--- config.mk ---
export PLATFORM = sky130hd
export DESIGN_NAME = renorm_sequencer_flat
export DESIGN_NICKNAME = d
export VERILOG_FILES = /design/src/rtl/renorm_sequencer_if.sv /design/src/rtl/renorm_sequencer.sv /design/src/flat_wrapper.sv
export SDC_FILE = /design/constraint.sdc
export NUM_CORES = 1
export LEC_CHECK = 0
export ABC_CLOCK_PERIOD_IN_PS = 8700
export CAP_MARGIN = 20
export CORE_UTILIZATION = 50
export DETAILED_ROUTE_END_ITERATION = 7
export GPL_TIMING_DRIVEN = 0
export PLACE_DENSITY = 0.8
export SLEW_MARGIN = 20
export SYNTH_ARGS = -nofsm -noshare
export SYNTH_HDL_FRONTEND = slang
export SYNTH_SLANG_ARGS = --single-unit
--- constraint.sdc ---
create_clock -name general_clk -period 8.7 [get_ports general_clk]
set_clock_uncertainty 0.1 [all_clocks]
set_input_delay 1.74 -clock general_clk [delete_from_list [all_inputs] [get_ports general_clk]]
set_output_delay 1.74 -clock general_clk [all_outputs]
set_load 0.02 [all_outputs]
--- src/rtl/renorm_sequencer_if.sv ---
// Handshake bundle between the interval-update stage, renorm_sequencer and the byte sink.
// stat_symbols/stat_bytes exist only when RENORM_STATS_EN is defined.
interface renorm_sequencer_if #(
  parameter int RANGE_WIDTH = 16,
  parameter int D_SIZE      = 5
);
  logic                   in_valid;
  logic                   in_ready;
  logic [RANGE_WIDTH-1:0] in_range;
  logic [RANGE_WIDTH-1:0] in_low;
  logic                   fb_valid;
  logic [RANGE_WIDTH-1:0] fb_range;
  logic [RANGE_WIDTH-1:0] fb_low;
  logic [D_SIZE-1:0]      fb_d;
  logic                   byte_valid;
  logic                   byte_ready;
  logic [7:0]             byte_data;
  logic                   flush_req;
  logic                   flush_done;
  logic                   busy;
  logic                   zero_range_err;
`ifdef RENORM_STATS_EN
  logic [31:0]            stat_symbols;
  logic [31:0]            stat_bytes;
`endif

  modport master (
    output in_valid, in_range, in_low, byte_ready, flush_req,
    input  in_ready, fb_valid, fb_range, fb_low, fb_d,
           byte_valid, byte_data, flush_done, busy, zero_range_err
`ifdef RENORM_STATS_EN
    , input stat_symbols, stat_bytes
`endif
  );

  modport slave (
    input  in_valid, in_range, in_low, byte_ready, flush_req,
    output in_ready, fb_valid, fb_range, fb_low, fb_d,
           byte_valid, byte_data, flush_done, busy, zero_range_err
`ifdef RENORM_STATS_EN
    , output stat_symbols, stat_bytes
`endif
  );
endinterface

--- src/rtl/renorm_sequencer.sv ---
// AV1 range/low renormalizer: shifts by leading-zero count and packs shifted-out low bits
// MSB-first into bytes. Define RENORM_STATS_EN to add symbol/byte counters.
//
// state | meaning
// IDLE  | no symbol in progress, fewer than 8 pending bits
// RUN   | symbols arriving or whole bytes pending
// FLUSH | input blocked; pad to byte boundary and drain all pending bits
module renorm_sequencer #(
  parameter int RANGE_WIDTH = 16,
  parameter int D_SIZE      = 5,
  parameter int ACC_WIDTH   = 32,
  parameter int CNT_SIZE    = 6
) (
  input logic              general_clk,
  input logic              reset,
  renorm_sequencer_if.slave bus
);
  typedef enum logic [1:0] {IDLE, RUN, FLUSH} state_t;

  localparam logic [CNT_SIZE-1:0] READY_LIMIT = CNT_SIZE'(ACC_WIDTH - RANGE_WIDTH);
  localparam logic [CNT_SIZE-1:0] BYTE_BITS   = CNT_SIZE'(8);

  state_t                 state, state_next;
  logic [ACC_WIDTH-1:0]   acc, acc_next;
  logic [CNT_SIZE-1:0]    cnt, cnt_next;
  logic [D_SIZE-1:0]      d;
  logic [ACC_WIDTH-1:0]   low_bits;
  logic [CNT_SIZE-1:0]    cnt_rounded;
  logic [2:0]             pad_amt;
  logic                   pad_needed;
  logic                   accept;
  logic                   byte_xfer;
  logic                   byte_valid;
  logic                   in_ready;
  logic [7:0]             byte_data;
  logic                   fb_valid_q;
  logic [RANGE_WIDTH-1:0] fb_range_q;
  logic [RANGE_WIDTH-1:0] fb_low_q;
  logic [D_SIZE-1:0]      fb_d_q;
  logic                   zero_err_q;

  // Highest set bit wins; an all-zero range leaves d at 0.
  always_comb begin
    d = '0;
    for (int i = 0; i < RANGE_WIDTH; i++) begin
      if (bus.in_range[i]) d = D_SIZE'(RANGE_WIDTH - 1 - i);
    end
  end

  assign low_bits    = ACC_WIDTH'(bus.in_low) >> (RANGE_WIDTH - int'(d));
  assign pad_needed  = (cnt[2:0] != 3'd0);
  assign pad_amt     = 3'(4'd8 - {1'b0, cnt[2:0]});
  assign cnt_rounded = {cnt[CNT_SIZE-1:3] + 1'b1, 3'b000};

  assign in_ready   = (state != FLUSH) && (cnt <= READY_LIMIT);
  assign byte_valid = (cnt >= BYTE_BITS) && !(state == FLUSH && pad_needed);
  assign accept     = bus.in_valid && in_ready;
  assign byte_xfer  = byte_valid && bus.byte_ready;
  assign byte_data  = byte_valid ? 8'(acc >> (cnt - BYTE_BITS)) : 8'h00;

  // Bits above cnt are stale and simply shift out of the top of acc.
  always_comb begin
    acc_next = acc;
    cnt_next = cnt;
    if (state == FLUSH && pad_needed) begin
      acc_next = acc << pad_amt;
      cnt_next = cnt_rounded;
    end else begin
      if (accept) acc_next = (acc << d) | low_bits;
      cnt_next = cnt + (accept ? CNT_SIZE'(d) : '0) - (byte_xfer ? BYTE_BITS : '0);
    end
  end

  always_comb begin
    state_next = state;
    case (state)
      IDLE: begin
        if (bus.flush_req)  state_next = FLUSH;
        else if (accept)    state_next = RUN;
      end
      RUN: begin
        if (bus.flush_req)                     state_next = FLUSH;
        else if (!accept && cnt < BYTE_BITS)   state_next = IDLE;
      end
      FLUSH: begin
        if (cnt == '0) state_next = IDLE;
      end
      default: state_next = IDLE;
    endcase
  end

  always_ff @(posedge general_clk or posedge reset) begin
    if (reset) begin
      state      <= IDLE;
      acc        <= '0;
      cnt        <= '0;
      fb_valid_q <= 1'b0;
      fb_range_q <= '0;
      fb_low_q   <= '0;
      fb_d_q     <= '0;
      zero_err_q <= 1'b0;
    end else begin
      state      <= state_next;
      acc        <= acc_next;
      cnt        <= cnt_next;
      fb_valid_q <= accept;
      if (accept) begin
        fb_range_q <= bus.in_range << d;
        fb_low_q   <= bus.in_low << d;
        fb_d_q     <= d;
        if (bus.in_range == '0) zero_err_q <= 1'b1;
      end
    end
  end

  assign bus.in_ready       = in_ready;
  assign bus.fb_valid       = fb_valid_q;
  assign bus.fb_range       = fb_range_q;
  assign bus.fb_low         = fb_low_q;
  assign bus.fb_d           = fb_d_q;
  assign bus.byte_valid     = byte_valid;
  assign bus.byte_data      = byte_data;
  assign bus.flush_done     = (state == FLUSH) && (cnt == '0);
  assign bus.busy           = (state != IDLE) || (cnt != '0);
  assign bus.zero_range_err = zero_err_q;

`ifdef RENORM_STATS_EN
  logic [31:0] stat_symbols_q;
  logic [31:0] stat_bytes_q;

  always_ff @(posedge general_clk or posedge reset) begin
    if (reset) begin
      stat_symbols_q <= '0;
      stat_bytes_q   <= '0;
    end else begin
      if (accept && stat_symbols_q != '1)  stat_symbols_q <= stat_symbols_q + 32'd1;
      if (byte_xfer && stat_bytes_q != '1) stat_bytes_q   <= stat_bytes_q + 32'd1;
    end
  end

  assign bus.stat_symbols = stat_symbols_q;
  assign bus.stat_bytes   = stat_bytes_q;
`endif
endmodule

--- src/flat_wrapper.sv ---
// flat-port wrapper written by rule: the top's interface ports become plain ports
module renorm_sequencer_flat 
#(
  parameter int RANGE_WIDTH = 16,
  parameter int D_SIZE      = 5,
  parameter int ACC_WIDTH   = 32,
  parameter int CNT_SIZE    = 6
)
  (general_clk, reset, bus_in_valid, bus_in_range, bus_in_low, bus_byte_ready, bus_flush_req, bus_in_ready, bus_fb_valid, bus_fb_range, bus_fb_low, bus_fb_d, bus_byte_valid, bus_byte_data, bus_flush_done, bus_busy, bus_zero_range_err);
  renorm_sequencer_if #(.RANGE_WIDTH(RANGE_WIDTH), .D_SIZE(D_SIZE)) bus_i ();
  input logic general_clk;
  input logic reset;
  input wire logic [$bits(bus_i.in_valid)-1:0] bus_in_valid;
  input wire logic [$bits(bus_i.in_range)-1:0] bus_in_range;
  input wire logic [$bits(bus_i.in_low)-1:0] bus_in_low;
  input wire logic [$bits(bus_i.byte_ready)-1:0] bus_byte_ready;
  input wire logic [$bits(bus_i.flush_req)-1:0] bus_flush_req;
  output wire logic [$bits(bus_i.in_ready)-1:0] bus_in_ready;
  output wire logic [$bits(bus_i.fb_valid)-1:0] bus_fb_valid;
  output wire logic [$bits(bus_i.fb_range)-1:0] bus_fb_range;
  output wire logic [$bits(bus_i.fb_low)-1:0] bus_fb_low;
  output wire logic [$bits(bus_i.fb_d)-1:0] bus_fb_d;
  output wire logic [$bits(bus_i.byte_valid)-1:0] bus_byte_valid;
  output wire logic [$bits(bus_i.byte_data)-1:0] bus_byte_data;
  output wire logic [$bits(bus_i.flush_done)-1:0] bus_flush_done;
  output wire logic [$bits(bus_i.busy)-1:0] bus_busy;
  output wire logic [$bits(bus_i.zero_range_err)-1:0] bus_zero_range_err;
  assign bus_i.in_valid = bus_in_valid;
  assign bus_i.in_range = bus_in_range;
  assign bus_i.in_low = bus_in_low;
  assign bus_i.byte_ready = bus_byte_ready;
  assign bus_i.flush_req = bus_flush_req;
  assign bus_in_ready = bus_i.in_ready;
  assign bus_fb_valid = bus_i.fb_valid;
  assign bus_fb_range = bus_i.fb_range;
  assign bus_fb_low = bus_i.fb_low;
  assign bus_fb_d = bus_i.fb_d;
  assign bus_byte_valid = bus_i.byte_valid;
  assign bus_byte_data = bus_i.byte_data;
  assign bus_flush_done = bus_i.flush_done;
  assign bus_busy = bus_i.busy;
  assign bus_zero_range_err = bus_i.zero_range_err;
  renorm_sequencer #(.RANGE_WIDTH(RANGE_WIDTH), .D_SIZE(D_SIZE), .ACC_WIDTH(ACC_WIDTH), .CNT_SIZE(CNT_SIZE)) u_core (.general_clk(general_clk), .reset(reset), .bus(bus_i));
endmodule
==> flow_summary.json <==
{
  "synthSimpleGateAreaFrac": 0.151,
  "num_rows": 48,
  "io_buffers": 85,
  "path_max_fanout": 10,
  "whs_ns": 0.379,
  "gr-total-overflow": 0,
  "p_leak_nw": 4.35,
  "cts_root_buffer": "clkbuf_16",
  "synth_cells": 1068,
  "drt-initial-drc-count": 1070,
  "gp_congestion": 1.05,
  "synth_compound_area_frac": 0.215,
  "status": "finished clean",
  "finalSetupViolations": 0,
  "die_w_um": 135,
  "synth_top_family_by_area": "multiplexers",
  "power.density_nw_per_um2": 368,
  "crit_type": "register to primary output",
  "num-fill-cells": 1583,
  "syn-num-nets": 1121,
  "finalPower_mw": 3.79,
  "fp.dieArea_um2": 18200,
  "grt_antenna_before_repair": 0,
  "seq_area_frac_synth": 0.220,
  "arrival_ns": 4.98,
  "post_synth_num_cell_types": 77,
  "antenna_left": 0,
  "syn_area_um2": 8860,
  "synthMuxAreaShare": 0.319,
  "die_y_um": 135,
  "cts_tree": "yes",
  "io_pins": 88,
  "final_nets": 1218,
  "ys_async_sr_fraction": 1.00,
  "syn_avg_cell_area_um2": 8.29,
  "core_um2": 17300,
  "hold_class": "register to register",
  "slew_violations": 0,
  "final_cell_area_um2": 10300,
  "clock_sinks": 78,
  "clock_latency_ns": 0.36,
  "synth_edf_count": 0,
  "numCtsBuffers": 9,
  "grt_setup_unrepaired": "false",
  "cp-start-kind": "register",
  "fin_crit_ns": 6.82,
  "max_cap_violations": 0,
  "dpl_cell_area_um2": 10000,
  "viasPerCell": 6.93,
  "hpwl_um": 26700,
  "relSlewSlack": 0.278,
  "max_freq_ghz": 0.147,
  "ir_drop_v": 0.000288,
  "track_usage": 0.392,
  "htree_levels": 3,
  "clkTransAtPathRegs_ns": 0.07,
  "synth_xor_area_frac": 0.00890,
  "first_pass_iters": 6,
  "clockBufferDepth": 2,
  "critPathRequiredTime_ns": 6.86,
  "initial_utilization": 0.512,
  "synth-seq-cells": 78,
  "final_core_util": 0.596,
  "num_vias": 9669,
  "layout-drive-gt1-share": 0.0983,
  "synthFlopType": "dfrtp_1",
  "grt_pass1_vias": 9228,
  "cts_resized": 0,
  "endpoint_kind": "primary output",
  "hold_viol_final": 0,
  "area_growth_syn_to_layout_pct": 16.5,
  "diodes": 0,
  "cts_setup_buffers": 0,
  "grt_max_degree": 41,
  "worst_pin_slew_ns": 1.08,
  "remaining_drc_errors": 0,
  "finalCritPeriodShare": 0.784,
  "wl_per_cell_um": 25.3,
  "synth_warnings": 0,
  "synthAdderAreaFrac": 0.0235,
  "wirelength_um": 35400,
  "grt_pass1_wl_um": 53600,
  "tns_ns": 0,
  "cts_hold_buf": 0
}
-- path summary, 6_finish.rpt --
kind / from / end / slack, ns / cells after the start
setup / recovery: u_core.cnt[0]$_DFF_PP0_ / bus_byte_data[6] / 1.88 / 12
hold / removal: u_core.bus.fb_d[2]$_DFFE_PP0P_ / u_core.bus.fb_d[2]$_DFFE_PP0P_ / 0.38 / 2
setup reg to reg: u_core.cnt[0]$_DFF_PP0_ / u_core.cnt[5]$_DFF_PP0_ / 2.06 / 21
hold reg to reg: u_core.bus.fb_d[2]$_DFFE_PP0P_ / u_core.bus.fb_d[2]$_DFFE_PP0P_ / 0.38 / 2
max in group asynchronous: reset / u_core.bus.fb_low[0]$_DFFE_PP0P_ / 6.22 / 3
min in group asynchronous: reset / u_core.state[1]$_DFFE_PP0P_ / 1.68 / 2
-- power by group --
part	leakage [nW]	total [mW]	switching, mW	internal (mW)
Clock	0.152	0.402	0.175	0.227
Combinational	3.29	2.73	1.64	1.08
Sequential	0.913	0.667	0.154	0.513
-- per-stage QoR --
step / worst slack, ns / std cells
after floorplan: 3.30 / 1068
after global placement: 2.04 / 1378
after detailed placement: 2.02 / 1379
after CTS: 1.94 / 1395
after global routing: 1.48 / 1395
final: 1.88 / 1395
-- state kept, by name, summed over array words and instances, names as in the netlist --
name / flops
u_core.acc: 32
u_core.bus.fb_low: 16
u_core.bus.fb_range: 16
u_core.cnt: 6
u_core.bus.fb_d: 4
u_core.state: 2
u_core.bus.fb_valid: 1
u_core.bus.zero_range_err: 1
-- cells in the mapped netlist, types with 6 or more instances --
master    number  share of area
mux2i_1      180           0.20
nand2_1      133          0.056
nor2_1        92          0.039
dfrtp_1       78           0.22
a21oi_1       75          0.042
clkbuf_1      63          0.027
o21ai_0       62          0.035
mux4_2        31          0.079
mux2_2        28          0.036
inv_1         25          0.011
a211oi_1      24          0.020
buf_2         15         0.0085
ha_1          15          0.021
nor3_1        15         0.0085
o22ai_1       15          0.011
a31oi_1       14         0.0099
buf_1         14         0.0059
nand3_1       12         0.0068
nor2b_1       11         0.0078
and3_1         9         0.0064
o211ai_1       9         0.0076
a221oi_1       8         0.0079
o31ai_1        8         0.0068
a22o_1         7         0.0069
nand2b_1       6         0.0042
nor4_1         6         0.0042
o21a_1         6         0.0051
o221ai_1       6         0.0059
xnor2_1        6         0.0059
-- cell families (layout without fill, tap and decap cells) --
group                      after synthesis  count (layout)
AOI/OAI and AO/OA                      291             291
xor gates and xnor gates                 9               9
adders and majority gates               16              16
buffers and inverters                  128             230
DFF                                     78              78
muxes                                  240             240
other                                    1               1
and+or+nand+nor                        305             305
-- placed cells by master, fill, tap and decap left out, types with 12 or more instances in the layout --
cell type / synthesis / routed
inv_1: 25 / 24
a31oi_1: 14 / 14
o22ai_1: 15 / 15
mux2i_1: 180 / 180
nor2_1: 92 / 92
nor3_1: 15 / 15
buf_1: 14 / 14
a211oi_1: 24 / 24
a21oi_1: 75 / 75
clkdlybuf4s50_1: 0 / 85
clkbuf_1: 63 / 63
nand3_1: 12 / 12
ha_1: 15 / 15
o21ai_0: 62 / 62
dfrtp_1: 78 / 78
nand2_1: 133 / 133
mux2_2: 28 / 28
mux4_2: 31 / 31
buf_2: 15 / 15
-- per-layer routing --
metal  GRT usage  up-vias  share of wire
met5           0        -              0
met2       0.623      749           0.45
met1       0.496     4561           0.38
met4       0.269        0          0.073
li1            -     4173              -
met3      0.0529      186          0.097
-- critical path, stage by stage, from the launching register on --
cell,delay (ns)
dfrtp_1,0.35
clkbuf_1,0.40
buf_1,0.58
inv_1,0.28
buf_1,0.35
ha_1,0.39
ha_1,0.22
nor2_1,0.44
clkbuf_1,0.56
nor2_1,0.16
nand2_1,0.24
nor2_1,0.09
clkdlybuf4s50_1,0.54
-- final cells by class --
| class | count | area, um2 | area share |
|---|---|---|---|
| clock buffers | 9 | 225 | 0.0218 |
| multi-input cells | 862 | 6350 | 0.616 |
| repair buffers | 86 | 871 | 0.0844 |
| well taps | 225 | 282 | 0.0273 |
| plain buffers | 99 | 435 | 0.0422 |
| clock inverters | 7 | 81.3 | 0.00788 |
| flip-flops and latches | 78 | 1950 | 0.189 |
| inverters | 29 | 116 | 0.0113 |
Power figures use the tool's default switching activity.
